### config.mk
export PLATFORM = sky130hd
export DESIGN_NAME = spec_seg_adder_vl
export DESIGN_NICKNAME = d
export VERILOG_FILES = /design/src/rtl/spec_add_pkg.sv /design/src/rtl/seg_add3_pg.sv /design/src/rtl/spec_seg_adder_vl.sv
export SDC_FILE = /design/constraint.sdc
export NUM_CORES = 1
export LEC_CHECK = 0
export ABC_CLOCK_PERIOD_IN_PS = 3300
export BUFFER_PORTS_ARGS = -buffer_cell sky130_fd_sc_hd__buf_2
export CAP_MARGIN = 20
export CORE_MARGIN = 8
export CORE_UTILIZATION = 54
export CTS_CLUSTER_DIAMETER = 40
export CTS_CLUSTER_SIZE = 14
export DETAILED_ROUTE_END_ITERATION = 10
export PLACE_DENSITY_LB_ADDON = 0.05
export SLEW_MARGIN = 20
export SYNTH_ARGS = -nofsm -noshare
export SYNTH_HDL_FRONTEND = slang
export SYNTH_SLANG_ARGS = --single-unit
### constraint.sdc
create_clock -name clk -period 3.3 [get_ports clk]
set_clock_uncertainty 0.05 [all_clocks]
set_input_delay 0.495 -clock clk [delete_from_list [all_inputs] [get_ports clk]]
set_output_delay 0.495 -clock clk [all_outputs]
set_load 0.02 [all_outputs]
### src/rtl/spec_add_pkg.sv
// Shared constants and types for the speculative segmented adder.
// Latency: n/a (package only).
// Backpressure: n/a (package only).
package spec_add_pkg;

  localparam int SEG_W = 3;

  typedef enum logic [1:0] {
    IDLE = 2'd0,
    EVAL = 2'd1,
    FIX  = 2'd2,
    DONE = 2'd3
  } state_t;

  // Number of carry-speculation segments in an operand of the given width.
  function automatic int num_segs(input int width);
    return width / SEG_W;
  endfunction

endpackage

### src/rtl/seg_add3_pg.sv
// One SEG_W-bit ripple segment: sum/carry-out for the given carry-in plus group propagate/generate.
// Latency: purely combinational.
// Backpressure: none, no state.
module seg_add3_pg
  import spec_add_pkg::*;
(
  input  logic [SEG_W-1:0] a,
  input  logic [SEG_W-1:0] b,
  input  logic             cin,
  output logic [SEG_W-1:0] sum,
  output logic             cout,
  output logic             p,
  output logic             g
);

  logic [SEG_W:0] raw;
  logic [SEG_W:0] full;

  // Generate is the carry-out with no carry-in, so it comes from the raw a+b.
  assign raw  = {1'b0, a} + {1'b0, b};
  assign full = raw + {{SEG_W{1'b0}}, cin};

  assign sum  = full[SEG_W-1:0];
  assign cout = full[SEG_W];
  assign p    = &(a ^ b);
  assign g    = raw[SEG_W];

endmodule

### src/rtl/spec_seg_adder_vl.sv
// Variable-latency speculative adder: segment carry-ins guessed from the previous segment's generate.
// Latency: result 2 cycles after accept, 3 when an exact-mode misspeculation is corrected.
// Backpressure: one operation in flight; in_ready low until the result is taken with out_ready.
module spec_seg_adder_vl
  import spec_add_pkg::*;
#(
  parameter int WIDTH     = 12,
  parameter int ERR_CNT_W = 16
) (
  input  logic                 clk,
  input  logic                 rst,
  input  logic                 in_valid,
  output logic                 in_ready,
  input  logic [WIDTH-1:0]     a,
  input  logic [WIDTH-1:0]     b,
  input  logic                 ci,
  input  logic                 approx_mode,
  output logic                 out_valid,
  input  logic                 out_ready,
  output logic [WIDTH-1:0]     s,
  output logic                 co,
  output logic                 err_flag,
  output logic [ERR_CNT_W-1:0] err_cnt
);

  localparam int N = num_segs(WIDTH);

  state_t state, state_nxt;

  logic [WIDTH-1:0]     a_q, b_q;
  logic                 ci_q, approx_q;

  logic [N-1:0]         p, g, cs, c_s;
  logic [N-1:0]         p_x, g_x, c_x;
  logic [N:0]           ct;
  logic [WIDTH-1:0]     sum_spec, sum_exact;
  logic                 err;
  logic                 seg_rows_agree;

  logic                 accept, load_spec, load_exact, cnt_inc;
  logic                 in_ready_c, out_valid_c;

  logic [WIDTH-1:0]     s_q;
  logic                 co_q, err_flag_q;
  logic [ERR_CNT_W-1:0] err_cnt_q;

  // Carry-in guess for each segment is the generate of the segment below it.
  assign cs    = {g[N-2:0], ci_q};
  assign ct[0] = ci_q;

  for (genvar k = 0; k < N; k++) begin : g_seg
    seg_add3_pg u_spec (
      .a    (a_q[k*SEG_W +: SEG_W]),
      .b    (b_q[k*SEG_W +: SEG_W]),
      .cin  (cs[k]),
      .sum  (sum_spec[k*SEG_W +: SEG_W]),
      .cout (c_s[k]),
      .p    (p[k]),
      .g    (g[k])
    );

    seg_add3_pg u_exact (
      .a    (a_q[k*SEG_W +: SEG_W]),
      .b    (b_q[k*SEG_W +: SEG_W]),
      .cin  (ct[k]),
      .sum  (sum_exact[k*SEG_W +: SEG_W]),
      .cout (c_x[k]),
      .p    (p_x[k]),
      .g    (g_x[k])
    );

    assign ct[k+1] = g[k] | (p[k] & ct[k]);
  end

  // A guess can only be wrong by missing a carry that ripples through a propagate segment.
  assign err = |(ct[N-1:1] & ~cs[N-1:1]);

  // The exact row repeats p/g and its carry-outs must equal the lookahead chain;
  // the speculative row's carry-outs must follow g | p&cin.
  assign seg_rows_agree = (p_x == p) && (g_x == g) && (c_x == ct[N:1]) &&
                          (c_s == (g | (p & cs)));

  a_seg_rows_agree : assert property (@(posedge clk) disable iff (rst) seg_rows_agree);

  // State register.
  always_ff @(posedge clk) begin
    if (rst) state <= IDLE;
    else     state <= state_nxt;
  end

  // Next-state and per-state control strobes.
  always_comb begin
    state_nxt   = state;
    in_ready_c  = 1'b0;
    out_valid_c = 1'b0;
    accept      = 1'b0;
    load_spec   = 1'b0;
    load_exact  = 1'b0;
    cnt_inc     = 1'b0;
    case (state)
      IDLE: begin
        in_ready_c = !rst;
        if (in_valid && !rst) begin
          accept    = 1'b1;
          state_nxt = EVAL;
        end
      end
      EVAL: begin
        cnt_inc = err;
        if (approx_q || !err) begin
          load_spec = 1'b1;
          state_nxt = DONE;
        end else begin
          state_nxt = FIX;
        end
      end
      FIX: begin
        load_exact = 1'b1;
        state_nxt  = DONE;
      end
      DONE: begin
        out_valid_c = 1'b1;
        if (out_ready) state_nxt = IDLE;
      end
      default: state_nxt = IDLE;
    endcase
  end

  // Operands are captured only in the accept cycle; later input changes are ignored.
  always_ff @(posedge clk) begin
    if (accept) begin
      a_q      <= a;
      b_q      <= b;
      ci_q     <= ci;
      approx_q <= approx_mode;
    end
  end

  // Result registers hold steady through DONE until the consumer takes them.
  always_ff @(posedge clk) begin
    if (rst) begin
      s_q        <= '0;
      co_q       <= 1'b0;
      err_flag_q <= 1'b0;
    end else if (load_spec) begin
      s_q        <= sum_spec;
      co_q       <= c_s[N-1];
      err_flag_q <= err;
    end else if (load_exact) begin
      s_q        <= sum_exact;
      co_q       <= ct[N];
      err_flag_q <= 1'b1;
    end
  end

  // Misspeculation counter, saturating at all-ones, counts in both modes.
  always_ff @(posedge clk) begin
    if (rst) begin
      err_cnt_q <= '0;
    end else if (cnt_inc && !(&err_cnt_q)) begin
      err_cnt_q <= err_cnt_q + {{(ERR_CNT_W-1){1'b0}}, 1'b1};
    end
  end

  assign in_ready  = in_ready_c;
  assign out_valid = out_valid_c;
  assign s         = s_q;
  assign co        = co_q;
  assign err_flag  = err_flag_q;
  assign err_cnt   = err_cnt_q;

endmodule

-- After elaboration in Yosys (flattened, before gate mapping)
Cells that the tools add are included.
- bits of input ports: 30
- memory bits (read-only): 0
- output and inout bits: 32
- word-level logic and storage cells: 73
- register bits after elaboration: 58
- bits in writable memories: 0
- latch bits: 0
- memories kept: 0
- reduce and logical (&&, ||, !) cells: 15
- bitwise gates (word level): 14
- shift-type cells: 0
- equality and inequality tests: 5
- div/mod/pow operators: 0
- $mul: 0
- magnitude comparators: 0
- $add $sub $neg: 12
- muxes and demuxes: 18
- operator list (kind ; count):
    12-bit two-way mux ; 2
    3-bit by 1-bit adder with 3-bit output ; 6
    16-bit by 1-bit adder with 16-bit output (second input constant) ; 1
    3-bit by 3-bit adder with 4-bit output ; 4
    16-bit AND reduction ; 1
    1-bit two-way mux ; 13
    3-bit AND reduction ; 4
    3-bit XOR ; 4
    2-bit one-hot mux with 4 select lines ; 1
    4-bit by 1-bit adder with 4-bit output ; 1
    1-bit AND ; 4
    2-bit equality test (second input constant) ; 2
    2-bit two-way mux ; 2
    2-bit inequality test (second input constant) ; 2
    1-bit OR ; 4
    3-bit AND ; 1
    1-bit logical NOT ; 3
    3-bit NOT ; 1
    3-bit OR reduction ; 1
    2-bit by 1-bit equality test with 1-bit output (second input constant) ; 1
    1-bit logical AND ; 2
    2-bit logical NOT ; 1
    2-bit AND reduction ; 1
    2-bit nonzero test ; 1
    1-bit logical OR ; 1

-- Logic depth before layout (Yosys ltp)
Gate-level depths: netlist (run 1).
- word-level depth: 15
- mapped depth: 12
- depth with buffers taken out: 11

-- Cells and area by module
A second synthesis (run 1) with hierarchy kept.
- cell total of the unflattened synthesis: 371
- area, all modules: 3832.4 um^2
- modules (own cells, without submodules) (module ; cells each ; area each (um^2) ; times used ; sequential area each (um^2)):
    spec_seg_adder_vl ; 227 ; 2571.2 ; 1 ; 1421.4
    seg_add3_pg ; 18 ; 157.7 ; 8 ; 0.0

-- Worst setup path after synthesis (run 1)
No wires, ideal clock.
- kind: reg-to-reg
- start point: register a_q[1]
- end point: register s_q[8] (netlist: s[8])
- data required time: 3.164 ns
- clock period less this slack: 2.922 ns
- cell stages (with the launch flop): 13
- setup time: 0.086 ns
- arrival: 2.787 ns
- buffers on the path: 1
- slack: 0.378 ns
- cells stage by stage: edfxtp_1 ha_1 a21o_1 a21oi_1 mux2_2 o21a_1 clkbuf_2 o21ai_0 ha_1 ha_1 xnor2_1 xnor2_1 a211oi_1
- cells in the longest elaborated chain, start to end: 15
- elaborated cells between the ends (all ways): 20
- those cells by class: add/sub: 2; mux: 4; bitwise: 9; reduce/logical: 5
- ends and longest elaborated chain (item ; line ; source):
    start: declaration ; spec_seg_adder_vl.sv:30 ; logic [WIDTH-1:0] a_q, b_q;
    start signal: assignment ; spec_seg_adder_vl.sv:132 ; a_q <= a;
    branches (longest 15 deep; another with 3-bit by 3-bit adder with 4-bit output) ; - ;
    end signal: assignment ; spec_seg_adder_vl.sv:146 ; s_q <= sum_spec;
    end signal: assignment ; spec_seg_adder_vl.sv:150 ; s_q <= sum_exact;
    end: declaration ; spec_seg_adder_vl.sv:43 ; logic [WIDTH-1:0] s_q;
Parallel ways; which one is timed is not known. The select of a mux whose other input is x is not followed.
A chain may end at the register's enable or synchronous reset.

-- Final worst setup path (run 1)
- start point: register a_q[1]
- end point: register s_q[5] (netlist: s[5])
The elaborated chain is that of the path after synthesis.

==> out/metrics.cfg, run 1 <==
[global_route]
grt_max_degree=37
grt_pass1_vias=2191
grt_pass1_wl_mm=9.64
antenna_found_initial=0
track_usage_pct=15.9
grt_overflow=0

[routing]
first_pass_iters=4
routedWlPerCell_um=14.2
vias_per_cell=5.39
drt_iter0_drc=58
routed_wl_mm=5.91
num_vias=2249
drc=0
ant_nets=0

[layout]
final_cell_mix=buf_2 (61), dfxtp_1 (32), ha_1 (28)
final_common_cell=buf_2
multi_input_area_um2=1400
fin_area_um2=3480
diodes=0
fillers=443
ff_latch_area_um2=1420
drive_gt1_share_pct=24.1
nNetsFinal=402
area_growth_pct=18.9

[power_and_ir_drop]
power_frac_comb_pct=35.8
switchingPower_uw=887
p_int_uw=1570
clockPowerShare_pct=24.6
p_sw_share_pct=36.1
seqPwrFrac_pct=39.6
p_leak_uw=0.00146
ir_worst_vdd_mv=0.506
power_density_nw_per_um2=707

[cts]
tritoncts=built
clk_latency_ns=0.33
cts_max_path_buffers=2
cts_setup_buffers=0
cts_max_level=3
clock-sinks=58
cts_hold_buffers=0
path_clk_slew_ns=0.07
ctsResizeCount=0
cts_buffers=9
cts_root_buf=clkbuf_8

[timing]
fmax_mhz=335
totalNegativeSetupSlack_ns=0
setup_viol=0
whs_ns=0.283
finalHoldViolCount=0
slew-limit-headroom_pct=56.4
min_period_over_period_pct=90.5
rsz0062_at_grt=false
max_slew.worst_pin.slew_ns=0.650
min_period_ns=2.99
slew_viol_final=0

[setup_path]
critPathKind=reg -> reg
path_max_fanout=7
cpPeakStageDelay_ns=0.43
arrival_ns=3.18
regToRegSetupSlack_ns=0.31
critPathLaunchType=flop
crit_start=a_q[1]
path_cells=ha_1 -> a21o_1 -> a21oi_1 -> mux2_2 -> o21a_1 -> o21ai_0 -> ha_1 -> ha_1 -> xnor2_1 -> xnor2_1 -> a211oi_1
cpMostUsedCell=ha_1
rr_startpoint=a_q[1]
cpMaxStageDelayCell=edfxtp_1
end_kind=flop
crit_required_ns=3.50

[floorplanning]
num_rows=27
dieArea_um2=8030
initial_core_util_pct=54.5
core_um2=5370
ioPinCount=62
die_w_um=89.6
die_h_um=89.6

[run]
max_cap_viol_count=0

[logic_synthesis]
yosys_warnings=0
synthTopCellsByArea=edfxtp_1 (27%), dfxtp_1 (22%), ha_1 (12%), a21oi_1 (4.6%), o21ai_0 (3.4%)
synth_nets=340
synth.top_cell.area_share_pct=26.7
ys_seq_area_share_pct=48.6
synth_edf_count=26
syn_inst=278
synth.largest_area_cell=edfxtp_1
synth_area_um2=2930
synth_area_per_cell_um2=10.5
async_flop_share_pct=0
synthFlopType=dfxtp_1
synth-seq-cells=58
synth.distinct_cells=39

[placement]
io_buffers=61
gp_congestion=0.781
dp_hpwl_mm=4.48
detailed_place.area_um2=3290

[outcome]
status=finished clean

[min_path]
hold_path.class=in -> reg
hold_start=a[1]

[critical path, delay by kind of cell, from the launching register on]
kind                       cells  cell delay [ns]
AOI/OAI and AO/OA              5             1.14
xor gates and xnor gates       2             0.21
adders and majority gates      3             0.67
DFF                            1             0.43
muxes                          1             0.40
[registers in the layout, summed over array words and instances (netlist names)]
name / count
err_flag: 1
b_q: 12
approx_q: 1
ci_q: 1
state: 2
s: 12
co: 1
a_q: 12
err_cnt: 16
[logic make-up (layout without fill, tap and decap cells)]
logic type / after synthesis / after routing / synth area share [%]
flops: 58 / 58 / 48.6
fa+ha+maj: 32 / 32 / 14.7
compound gates: 70 / 70 / 13.9
simple gates: 76 / 76 / 14.2
xor+xnor: 11 / 11 / 3.29
buf+inv: 26 / 93 / 3.59
mux: 5 / 5 / 1.75
[stage by stage]
stage	power [uW]	std cells	util [%]	worst slack [ns]
floorplan	1610	278	-	0.378
global placement	1850	401	61.2	0.417
detailed placement	1880	401	61.2	0.322
CTS	2490	417	64.7	0.296
global route	2630	417	64.7	0.160
finish	2460	417	64.7	0.312
[power by group through the flow]
stage | clock [uW] | sequential [uW] | combinational (uW)
after floorplan | 0 | 1080 | 536
after global placement | 0 | 989 | 860
after detailed placement | 0 | 991 | 888
after CTS | 622 | 976 | 892
after global routing | 654 | 990 | 984
final | 604 | 975 | 880
[per-layer routing]
metal / global-route usage [%] / wire length (um)
met1: 17.9 / 2640
met2: 26.5 / 2830
met4: 9.37 / 124
met3: 4.28 / 313
met5: 0 / 0
[path summary, 6_finish.rpt]
path,end,cells past startpoint
setup / recovery,s[5],11
hold / removal,a_q[1],1
setup reg to reg,s[5],11
hold reg to reg,s[0],2
[final cells by class]
| class | count | area share [%] |
|---|---|---|
| well taps | 72 | 2.59 |
| clock buffers | 11 | 4.68 |
| repair buffers | 64 | 9.43 |
| clock inverters | 5 | 0.756 |
| multi-input cells | 194 | 40.3 |
| inverters | 13 | 1.40 |
| flip-flops and latches | 58 | 40.9 |
[Yosys cell counts (all sizes together), types with 8 or more instances]
master,number
a21oi,27
clkbuf,9
dfxtp,32
edfxtp,26
ha,28
inv,12
nand2,10
nand3,13
nor2,13
o21ai,25
or3,14
xnor2,8
No activity file was read; power rests on OpenSTA's default activity.
==> run 2, diff against run 1 <==
--- a/config.mk
+++ b/config.mk
@@ -8,6 +8,7 @@
 export ABC_CLOCK_PERIOD_IN_PS = 3300
 export BUFFER_PORTS_ARGS = -buffer_cell sky130_fd_sc_hd__buf_2
 export CAP_MARGIN = 20
+export CORE_ASPECT_RATIO = 1.25
 export CORE_MARGIN = 8
 export CORE_UTILIZATION = 54
 export CTS_CLUSTER_DIAMETER = 40
==> out/metrics.cfg, run 2 (synthesized netlist as in run 1, its figures left out) <==
[global_route]
grt_pass1_vias=2244  ; +2.4%
grt_overflow=0  ; unchanged
track_usage_pct=15.7  ; -0.26 points
grt_max_degree=36  ; -2.7%
antenna_found_initial=0  ; unchanged
grt_pass1_wl_mm=9.91  ; +2.8%

[layout]
final_cell_mix=buf_2 (61), dfxtp_1 (32), ha_1 (28)
largest_register_ffs=16  ; unchanged
multi_input_area_um2=1400  ; unchanged
final_common_cell=buf_2
nNetsFinal=403  ; +0.25%
ff_latch_area_um2=1420  ; unchanged
fillers=477  ; +7.7%
drive_gt1_share_pct=23.4  ; -0.65 points
final_cells=410  ; -1.7%
area_growth_pct=17.6
diodes=0  ; unchanged

[timing]
slew-limit-headroom_pct=60.2  ; +3.9 points
rsz0062_at_grt=false
setup_viol=0  ; unchanged
min_period_ns=2.99  ; -0.000345 ns
max_slew.worst_pin.slew_ns=0.597  ; -0.0537 ns
totalNegativeSetupSlack_ns=0  ; unchanged
slew_viol_final=0  ; unchanged
fmax_mhz=335  ; about the same
finalHoldViolCount=0  ; unchanged
min_period_over_period_pct=90.5  ; about the same

[power_and_ir_drop]
p_leak_uw=0.00145  ; -0.75%
ir_worst_vdd_mv=0.473  ; -6.6%
power_density_nw_per_um2=697  ; -1.5%

[placement]
dp.cells=394  ; -1.7%
gp_congestion=0.815  ; +4.4%
dp_hpwl_mm=4.62  ; +3.1%
io_buffers=61  ; unchanged

[floorplanning]
die_w_um=81.8  ; -8.7%
num_rows=30  ; +11%
core_um2=5330  ; -0.77%
die_h_um=98.3  ; +9.7%
dieArea_um2=8040  ; +0.19%
initial_core_util_pct=54.9  ; +0.42 points
ioPinCount=62  ; unchanged

[setup_path]
path_buf_inv=0  ; unchanged
cpMaxStageDelayCell=edfxtp_1
critPathLaunchType=flop
crit_required_ns=3.50  ; about the same
critical_path.top_delay_family=compound AO/OA/AOI/OAI gates
arrival_ns=3.19  ; about the same
end_kind=flop
cpMostUsedCell=ha_1
critPathKind=reg -> reg
path_cells=ha_1 -> a21o_1 -> a21oi_1 -> mux2_2 -> o21a_1 -> o21ai_0 -> ha_1 -> ha_1 -> xnor2_1 -> xnor2_1 -> a211oi_1
path_max_fanout=8  ; +1
cpPeakStageDelay_ns=0.43  ; about the same

[cts]
cts_setup_buffers=0  ; unchanged
cts_max_level=3  ; unchanged
cts_max_path_buffers=2  ; unchanged
cts_buffers=9  ; unchanged
cts_root_buf=clkbuf_8
tritoncts=built
clock-sinks=58  ; unchanged
path_clk_slew_ns=0.06  ; about the same
cts_hold_buffers=0  ; unchanged
ctsResizeCount=0  ; unchanged
clk_latency_ns=0.33  ; about the same

[routing]
drc=0  ; unchanged
vias_per_cell=5.56  ; +3.2%
ant_nets=0  ; unchanged
routedWlPerCell_um=14.8  ; +4.2%
first_pass_iters=4  ; unchanged
num_vias=2281  ; +1.4%
drt_iter0_drc=121  ; +110%
routed_wl_mm=6.06  ; +2.5%

[min_path]
hold_path.class=in -> reg

[outcome]
status=finished clean

[run]
max_cap_viol_count=0  ; unchanged

run 2: changes by cell type in the layout (fill, tap and decap cells not counted):
cell,previous run,this run
clkbuf_1,0,3
buf_4,3,4
clkbuf_16,1,0
clkbuf_8,10,9
clkinvlp_4,1,0
run 2: layout make-up:
cell class              count  share of cell area, %
clock inverters             4                  0.546
repair buffers             65                   9.75
well taps                  64                   2.33
flip-flops and latches     58                   41.3
multi-input cells         194                   40.7
clock buffers              12                   3.93
inverters                  13                   1.42
run 2: per-stage QoR:
step	utilization, %	setup slack, ns	power [uW]	area (um^2)	hold slack (ns)
global route	64.5	0.0750	2550	3440	0.271
finish	64.5	0.313	2400	3440	0.283
detailed placement	61.6	0.310	1890	3280	0.418
CTS	64.5	0.303	2430	3440	0.271
floorplan	-	0.378	1610	2930	0.461
global placement	61.6	0.403	1870	3280	0.409
run 2: power breakdown:
part           total, uW  internal, uW  switching (uW)
Sequential           978           902            76.3
Combinational        888           349             540
Clock                530           266             264
Total               2400          1520             880
run 2: path summary, 6_finish.rpt:
check,from,endpoint,slack (ns),cells past startpoint
worst max-delay path,a_q[1],s[8],0.31,11
worst min-delay path,b[3],b_q[3],0.28,1
worst max register to register,a_q[1],s[8],0.31,11
worst min register to register,s[0],s[0],0.43,2
run 2: layer usage:
layer | vias to the layer above | GRT usage, % | part of all wire (%)
li1 | 1148 | - | -
met1 | 1064 | 17.3 | 41
met2 | 55 | 26.6 | 51
met3 | 14 | 3.58 | 5.7
met4 | 0 | 8.27 | 2.2
met5 | - | 0 | 0
